### config.mk
export PLATFORM = sky130hd
export DESIGN_NAME = clk_period_meter_flat
export DESIGN_NICKNAME = d
export VERILOG_FILES = /design/src/rtl/clk_period_meter_if.sv /design/src/rtl/clk_period_meter.sv /design/src/flat_wrapper.sv
export SDC_FILE = /design/constraint.sdc
export NUM_CORES = 1
export LEC_CHECK = 0
export CELL_PAD_IN_SITES_DETAIL_PLACEMENT = 0
export CELL_PAD_IN_SITES_GLOBAL_PLACEMENT = 2
export CORE_AREA = 4 4 129 131
export DETAILED_ROUTE_END_ITERATION = 6
export DIE_AREA = 0 0 133 135
export PLACE_DENSITY = 0.65
export SLEW_MARGIN = 0
export SYNTH_ARGS = -nofsm -noshare
export SYNTH_HDL_FRONTEND = slang
export SYNTH_SLANG_ARGS = --single-unit
### constraint.sdc
create_clock -name clk -period 2.25 [get_ports clk]
set_input_delay 0.45 -clock clk [delete_from_list [all_inputs] [get_ports clk]]
set_output_delay 0.45 -clock clk [all_outputs]
set_load 0.005 [all_outputs]
### src/rtl/clk_period_meter_if.sv
`default_nettype none
// ============================================================================
// clk_period_meter_if : control and result bundle of the clock period meter
// Revision 1.0
// ============================================================================
interface clk_period_meter_if #(
  parameter int divisor_width = 16
);
  logic                     EN;
  logic                     BCLK_in;
  logic [divisor_width-1:0] Period;
  logic [divisor_width-1:0] High_Time;
  logic [divisor_width-1:0] Low_Time;
  logic                     Valid;
  logic                     Timeout;
  logic                     Busy;

  modport master (
    output EN,
    output BCLK_in,
    input  Period,
    input  High_Time,
    input  Low_Time,
    input  Valid,
    input  Timeout,
    input  Busy
  );

  modport slave (
    input  EN,
    input  BCLK_in,
    output Period,
    output High_Time,
    output Low_Time,
    output Valid,
    output Timeout,
    output Busy
  );
endinterface
`default_nettype wire

### src/rtl/clk_period_meter.sv
`default_nettype none
// ============================================================================
// clk_period_meter : measures period / high / low time of an async clock
// Revision 1.0
// ============================================================================
module clk_period_meter #(
  parameter int divisor_width = 16,
  parameter int SYNC_STAGES   = 2
) (
  input wire clk,
  input wire rst_n,
  clk_period_meter_if.slave bus
);

  typedef enum logic [1:0] {
    IDLE       = 2'd0,
    WAIT_RISE  = 2'd1,
    MEASURE_HI = 2'd2,
    MEASURE_LO = 2'd3
  } state_t;

  localparam logic [divisor_width-1:0] COUNT_MAX = {divisor_width{1'b1}};
  localparam logic [divisor_width-1:0] COUNT_ONE = {{(divisor_width-1){1'b0}}, 1'b1};

  logic [SYNC_STAGES-1:0]   sync_q;
  logic                     bclk_prev;
  logic                     bclk_sync;
  logic                     rise;
  logic                     fall;

  state_t                   state;
  state_t                   state_nx;
  logic [divisor_width-1:0] count;
  logic [divisor_width-1:0] count_nx;
  logic [divisor_width-1:0] count_inc;
  logic [divisor_width-1:0] hi_cnt;
  logic [divisor_width-1:0] hi_cnt_nx;
  logic [divisor_width-1:0] period_q;
  logic [divisor_width-1:0] period_nx;
  logic [divisor_width-1:0] high_q;
  logic [divisor_width-1:0] high_nx;
  logic [divisor_width-1:0] low_q;
  logic [divisor_width-1:0] low_nx;
  logic                     valid_q;
  logic                     valid_nx;
  logic                     timeout_q;
  logic                     timeout_nx;

  // Synchronizer and edge detector run regardless of EN so a level is ready on enable
  always_ff @(posedge clk or negedge rst_n) begin
    if (!rst_n) begin
      sync_q    <= '0;
      bclk_prev <= 1'b0;
    end else begin
      sync_q    <= {sync_q[SYNC_STAGES-2:0], bus.BCLK_in};
      bclk_prev <= sync_q[SYNC_STAGES-1];
    end
  end

  assign bclk_sync = sync_q[SYNC_STAGES-1];
  assign rise      = bclk_sync & ~bclk_prev;
  assign fall      = ~bclk_sync & bclk_prev;
  assign count_inc = (count == COUNT_MAX) ? count : count + COUNT_ONE;

  always_ff @(posedge clk or negedge rst_n) begin
    if (!rst_n) begin
      state     <= IDLE;
      count     <= '0;
      hi_cnt    <= '0;
      period_q  <= '0;
      high_q    <= '0;
      low_q     <= '0;
      valid_q   <= 1'b0;
      timeout_q <= 1'b0;
    end else begin
      state     <= state_nx;
      count     <= count_nx;
      hi_cnt    <= hi_cnt_nx;
      period_q  <= period_nx;
      high_q    <= high_nx;
      low_q     <= low_nx;
      valid_q   <= valid_nx;
      timeout_q <= timeout_nx;
    end
  end

  always_comb begin
    state_nx   = state;
    count_nx   = count;
    hi_cnt_nx  = hi_cnt;
    period_nx  = period_q;
    high_nx    = high_q;
    low_nx     = low_q;
    valid_nx   = 1'b0;
    timeout_nx = timeout_q;

    if (!bus.EN) begin
      state_nx   = IDLE;
      count_nx   = '0;
      timeout_nx = 1'b0;
    end else begin
      case (state)
        IDLE: begin
          state_nx = WAIT_RISE;
          count_nx = '0;
        end
        WAIT_RISE: begin
          if (rise) begin
            state_nx = MEASURE_HI;
            count_nx = COUNT_ONE;
          end
        end
        MEASURE_HI: begin
          if (fall) begin
            hi_cnt_nx = count;
            count_nx  = count_inc;
            state_nx  = MEASURE_LO;
          end else if (count == COUNT_MAX) begin
            timeout_nx = 1'b1;
            state_nx   = WAIT_RISE;
          end else begin
            count_nx = count_inc;
          end
        end
        MEASURE_LO: begin
          // A closing rise on the terminal count still completes the measurement
          if (rise) begin
            period_nx  = count;
            high_nx    = hi_cnt;
            low_nx     = count - hi_cnt;
            valid_nx   = 1'b1;
            timeout_nx = 1'b0;
            count_nx   = COUNT_ONE;
            state_nx   = MEASURE_HI;
          end else if (count == COUNT_MAX) begin
            timeout_nx = 1'b1;
            state_nx   = WAIT_RISE;
          end else begin
            count_nx = count_inc;
          end
        end
        default: begin
          state_nx = IDLE;
          count_nx = '0;
        end
      endcase
    end
  end

  assign bus.Period    = period_q;
  assign bus.High_Time = high_q;
  assign bus.Low_Time  = low_q;
  assign bus.Valid     = valid_q;
  assign bus.Timeout   = timeout_q;
  assign bus.Busy      = (state == MEASURE_HI) || (state == MEASURE_LO);

endmodule
`default_nettype wire

### src/flat_wrapper.sv
// flat-port wrapper written by rule: the top's interface ports become plain ports
module clk_period_meter_flat 
#(
  parameter int divisor_width = 16,
  parameter int SYNC_STAGES   = 2
)
  (clk, rst_n, bus_EN, bus_BCLK_in, bus_Period, bus_High_Time, bus_Low_Time, bus_Valid, bus_Timeout, bus_Busy);
  clk_period_meter_if #(.divisor_width(divisor_width)) bus_i ();
  input wire clk;
  input wire rst_n;
  input wire logic [$bits(bus_i.EN)-1:0] bus_EN;
  input wire logic [$bits(bus_i.BCLK_in)-1:0] bus_BCLK_in;
  output wire logic [$bits(bus_i.Period)-1:0] bus_Period;
  output wire logic [$bits(bus_i.High_Time)-1:0] bus_High_Time;
  output wire logic [$bits(bus_i.Low_Time)-1:0] bus_Low_Time;
  output wire logic [$bits(bus_i.Valid)-1:0] bus_Valid;
  output wire logic [$bits(bus_i.Timeout)-1:0] bus_Timeout;
  output wire logic [$bits(bus_i.Busy)-1:0] bus_Busy;
  assign bus_i.EN = bus_EN;
  assign bus_i.BCLK_in = bus_BCLK_in;
  assign bus_Period = bus_i.Period;
  assign bus_High_Time = bus_i.High_Time;
  assign bus_Low_Time = bus_i.Low_Time;
  assign bus_Valid = bus_i.Valid;
  assign bus_Timeout = bus_i.Timeout;
  assign bus_Busy = bus_i.Busy;
  clk_period_meter #(.divisor_width(divisor_width), .SYNC_STAGES(SYNC_STAGES)) u_core (.clk(clk), .rst_n(rst_n), .bus(bus_i));
endmodule
# ---- After elaboration in Yosys (flattened, before gate mapping)
# Cells that the tools add are included.
dict set report classes {
  bitwise 4
  add_sub_neg 2
  muxes 21
  reduce_logical 5
  eq_ne 7
}
# operator count
set ops {}
lappend ops {{two-way mux 16 bit} 6}
lappend ops {{case mux 16 bit (4 select lines)} 1}
lappend ops {{adder 16 x 1 -> 16 bit (second input constant)} 1}
lappend ops {{equality test 16 bit (second input constant)} 1}
lappend ops {{subtractor 16 bit} 1}
lappend ops {{two-way mux 2 bit} 5}
lappend ops {{case mux 2 bit (4 select lines)} 1}
lappend ops {{two-way mux 1 bit} 7}
lappend ops {{AND reduction 3 bit} 2}
lappend ops {{equality test 2 bit (second input constant)} 2}
lappend ops {{!= test 3 x 1 -> 1 bit (second input constant)} 1}
lappend ops {{!= test 3 x 2 -> 1 bit (second input constant)} 1}
lappend ops {{!= test 3 bit (second input constant)} 1}
lappend ops {{bitwise AND 1 bit} 2}
lappend ops {{equality test 2 x 1 -> 1 bit (second input constant)} 1}
lappend ops {{zero test 2 bit} 1}
lappend ops {{inverter 1 bit} 2}
lappend ops {{case mux 1 bit (2 select lines)} 1}
lappend ops {{AND reduction 2 bit} 1}
lappend ops {{logical OR 1 bit} 1}
dict set report totals {
  reg_bits 87
  input_bits 4
  output_inout_bits 51
}

# ---- Longest topological paths before layout
dict set report logic_depth {
  word_depth 6
  mapped_depth 9
}

# ---- Least setup slack after synthesis
# Ideal clock, no wire load.
dict set report synth_path {
  path_kind {reg2reg}
  from {reg u_core.count[0]}
  to {reg u_core.low_q[14] (netlist: u_core.bus.Low_Time[14])}
  path_buffers 0
  stages_incl_launch_ff 10
  t_arrival_ps 2111
  required_time_ps 2125
  path_slack_ps 14
  cell_sequence {dfrtp_1 -> inv_1 -> ha_1 -> fa_1 -> nor2b_1 -> o31a_1 -> o22ai_2 -> o31a_1 -> xnor2_1 -> mux2_2}
}
dict set report synth_via {
  elab_chain_cells 1
}
# item line
set synth_rtl {}
lappend synth_rtl {{start, declared} clk_period_meter.sv:33} ;# logic [divisor_width-1:0] count;
lappend synth_rtl {{start signal, assigned} clk_period_meter.sv:77} ;# count <= count_nx;
lappend synth_rtl {{subtractor 16 bit} clk_period_meter.sv:130} ;# low_nx = count - hi_cnt;
lappend synth_rtl {{end signal, assigned} clk_period_meter.sv:81} ;# low_q <= low_nx;
lappend synth_rtl {{end, declared} clk_period_meter.sv:42} ;# logic [divisor_width-1:0] low_q;
# No other way between the ends.
# A chain may end at the register's enable or synchronous reset.

# ---- Worst setup path in the final report
dict set report layout_path {
  from {reg u_core.hi_cnt[0]}
  to {reg u_core.low_q[14] (netlist: u_core.bus.Low_Time[14])}
}
dict set report layout_via {
  elab_chain_cells 1
}
# item line
set layout_rtl {}
lappend layout_rtl {{start, declared} clk_period_meter.sv:36} ;# logic [divisor_width-1:0] hi_cnt;
lappend layout_rtl {{start signal, assigned} clk_period_meter.sv:78} ;# hi_cnt <= hi_cnt_nx;
lappend layout_rtl {{subtractor 16 bit} clk_period_meter.sv:130}
# No other way between the ends.

==> flow_summary.ini <==
[grt]
grt_max_degree = 51
grt_pass1_wl_um = 17900
grt_pass1_vias = 3244
grt_usage_pct = 12.7
antenna_found_initial = 0
globalRoute.totalOverflow = 0

[status]
outcome = completed

[detailed_routing]
drtIter0Drc = 172
drc = 0
via_count = 3326
via_per_inst = 4.46
drt_first_pass_iters = 4
wl_per_cell_um = 14.5
ant_nets = 0
routed_wl_um = 10800

[logic_synthesis]
yosysTopAreaCellShare_pct = 51.0
ys_seq_area_share_pct = 51.0
synth_seq_cells = 87
synthTopCellsByArea = dfrtp_1, nand2_1, o21ai_0, ha_1, xnor2_1
synth_edf_count = 0
synth.net_count = 471
syn_inst = 450
synth_cell_types = 56
syn_area_per_cell_sq_um = 9.49
syn_area_sq_mm = 0.00427
synth_flop_cell = dfrtp_1
yosysTopAreaCell = dfrtp_1
synthArstFlopShare_pct = 100
ys.warnings.count = 0

[setup_path]
slowest_stage = dfrtp_1
cp_data_arrival_time_ns = 2.39
rr_worst_depth = 8
cpMostUsedCell = o31a_1
critPathCaptureType = register
cp.buffers_inverters = 0
critical-path-top-delay-family = adder cells
criticalPathCategory = reg -> reg
rr_startpoint = u_core.hi_cnt[0]
r2r_end = u_core.bus.Low_Time[14]
max_stage_delay_ns = 0.42
start_kind = register
crit_chain = ha_4, fa_2, nor2b_2, o31a_1, o22ai_4, o31a_1, xnor2_1, mux2_2
required_ns = 2.49
crit_path_max_fanout = 4
ff2ff_setup_slack_ns = 0.1

[placed_design]
numPlacedInstances = 728
dpl.hpwl_um = 8090
pre_cts_ws_ns = -0.0340
portBuffers = 54
gp_congestion = 0.769

[sta]
skew_ns = 0.00820
slew_headroom_pct = 65.0
min_period_ns = 2.15
tightest_slew_ns = 0.526
hold_viol_final = 0
whs_ns = 0.0679
final-max-slew-violation-count = 0
setup_ws_ns = 0.0955
fin_crit_sh_pct = 95.8
setup_viol = 0
fmax_mhz = 464

[final_layout]
nets = 546
fin_util_pct = 35.8
stdcell_count = 746
final_common_cell = nand2_1
antenna_cells = 0
post_route_cells_drive_above_1_share_pct = 13.6
layout_common_cells = nand2_1, dfrtp_1, o21ai_0
nFillCells = 1607
area_growth_syn_to_layout_pct = 30.9

[die]
die-area_sq_mm = 0.0180
floorplan.rows = 46
dieHeight_um = 135
ios = 55
initial_utilization_pct = 27.4
die_x_um = 133
core_area_sq_mm = 0.0156

[clock_network]
htreeDepth = 3
holdBufCountCts = 0
cts_made_buffers = 9
cts_buffer_depth = 2
clk_latency_ns = 0.35
cts_tree = built
clock_sinks = 87
cts_root_buf = clkbuf_16
clkTransAtPathRegs_ns = 0.07

[power_and_ir_drop]
p_leak_nw = 2.57
vdd_drop_max_mv = 0.317
p_per_area_mw_per_mm2 = 728

[job]
maxCapViolCount = 0

[hold_path]
hp-class = in -> async
[state kept, by name (all words and copies together), names as in the netlist]
register and count:
u_core.hi_cnt 16, u_core.bus.Valid 1, u_core.count 16, u_core.bclk_prev 1, u_core.bus.High_Time 16, u_core.sync_q 2
u_core.bus.Timeout 1, u_core.state 2, u_core.bus.Low_Time 16, u_core.bus.Period 16
[kinds of logic (layout without fill, tap and decap cells)]
logic type,after synthesis,in the layout,share of synthesized area [%]
simple gates,168,168,18.2
flops,87,87,51.0
compound gates,117,117,16.7
xor+xnor,17,17,3.49
buf+inv,41,121,4.66
mux,3,3,0.791
fa+ha+maj,17,17,5.16
[power by group]
group	switching (W)	internal [W]
clock	0.000651	0.000974
combinational	0.000338	0.000327
sequential	0.0000655	0.00171
total	0.00105	0.00301
[cell type report]
cell class	instances	area, sq um	area share, %
flip-flops and latches	87	2180	39.0
multi-input cells	322	1930	34.6
repair buffers	86	816	14.6
well taps	216	270	4.84
clock buffers	9	225	4.03
clock inverters	7	97.6	1.75
inverters	19	71.3	1.28
[worst max-delay path by stage]
stage                     start                       to  slack (ns)  cells after the start
5_1_grt        u_core.hi_cnt[0]  u_core.bus.Low_Time[14]       -0.01                      8
6_report       u_core.hi_cnt[0]  u_core.bus.Low_Time[14]         0.1                      8
2_1_floorplan   u_core.count[0]  u_core.bus.Low_Time[14]        0.01                      9
3_5_place_dp    u_core.count[0]  u_core.bus.Low_Time[14]       -0.03                      9
4_1_cts        u_core.hi_cnt[0]  u_core.bus.Low_Time[14]        0.02                      8
3_3_place_gp   u_core.hi_cnt[0]  u_core.bus.Low_Time[14]        0.04                      8
[synthesized netlist by cell type (all sizes together) (2+ instances only)]
cell,instances
buf,15
inv,19
o211ai,3
a211oi,3
nand2,109
a31oi,10
a22o,2
clkbuf,7
ha,16
a21o,5
o31a,3
o31ai,3
a21oi,16
nor2b,2
o21a,4
xnor2,12
nand3,10
mux2,3
nand4,4
and3,2
and2b,2
nor2,19
nor3,6
o41ai,2
o21ai,59
xor2,5
dfrtp,87
nand2b,5
[per-layer routing]
layer  vias to the layer above  track usage [%]  part of all wire, %
met4                         0             5.08                  1.9
met2                        52             18.1                   43
met5                         -                0                    0
met1                      1558             18.4                   51
met3                        14             3.09                  3.9
li1                       1702                -                    -
[what timing repair did]
action                     CTS  global route
setup endpoints to repair    1             3
setup buffers                0             2
pin swaps                    1             5
resized for setup            2             5
[worst register-to-register path, stage by stage (launching register included)]
cell	delay, ns
dfrtp_1	0.42
ha_4	0.18
fa_2	0.37
nor2b_2	0.14
o31a_1	0.20
o22ai_4	0.10
o31a_1	0.25
xnor2_1	0.13
mux2_2	0.26
[metrics by stage]
stage	setup TNS [ns]	area, sq um	total power (W)
after floorplan	0	4270	0.00214
after detailed placement	-0.0340	5220	0.00248
final	0	5590	0.00407
after CTS	0	5550	0.00413
after global placement	0	5220	0.00247
after global routing	-0.0146	5590	0.00430
Note: power is estimated with default switching activity, not from simulation.
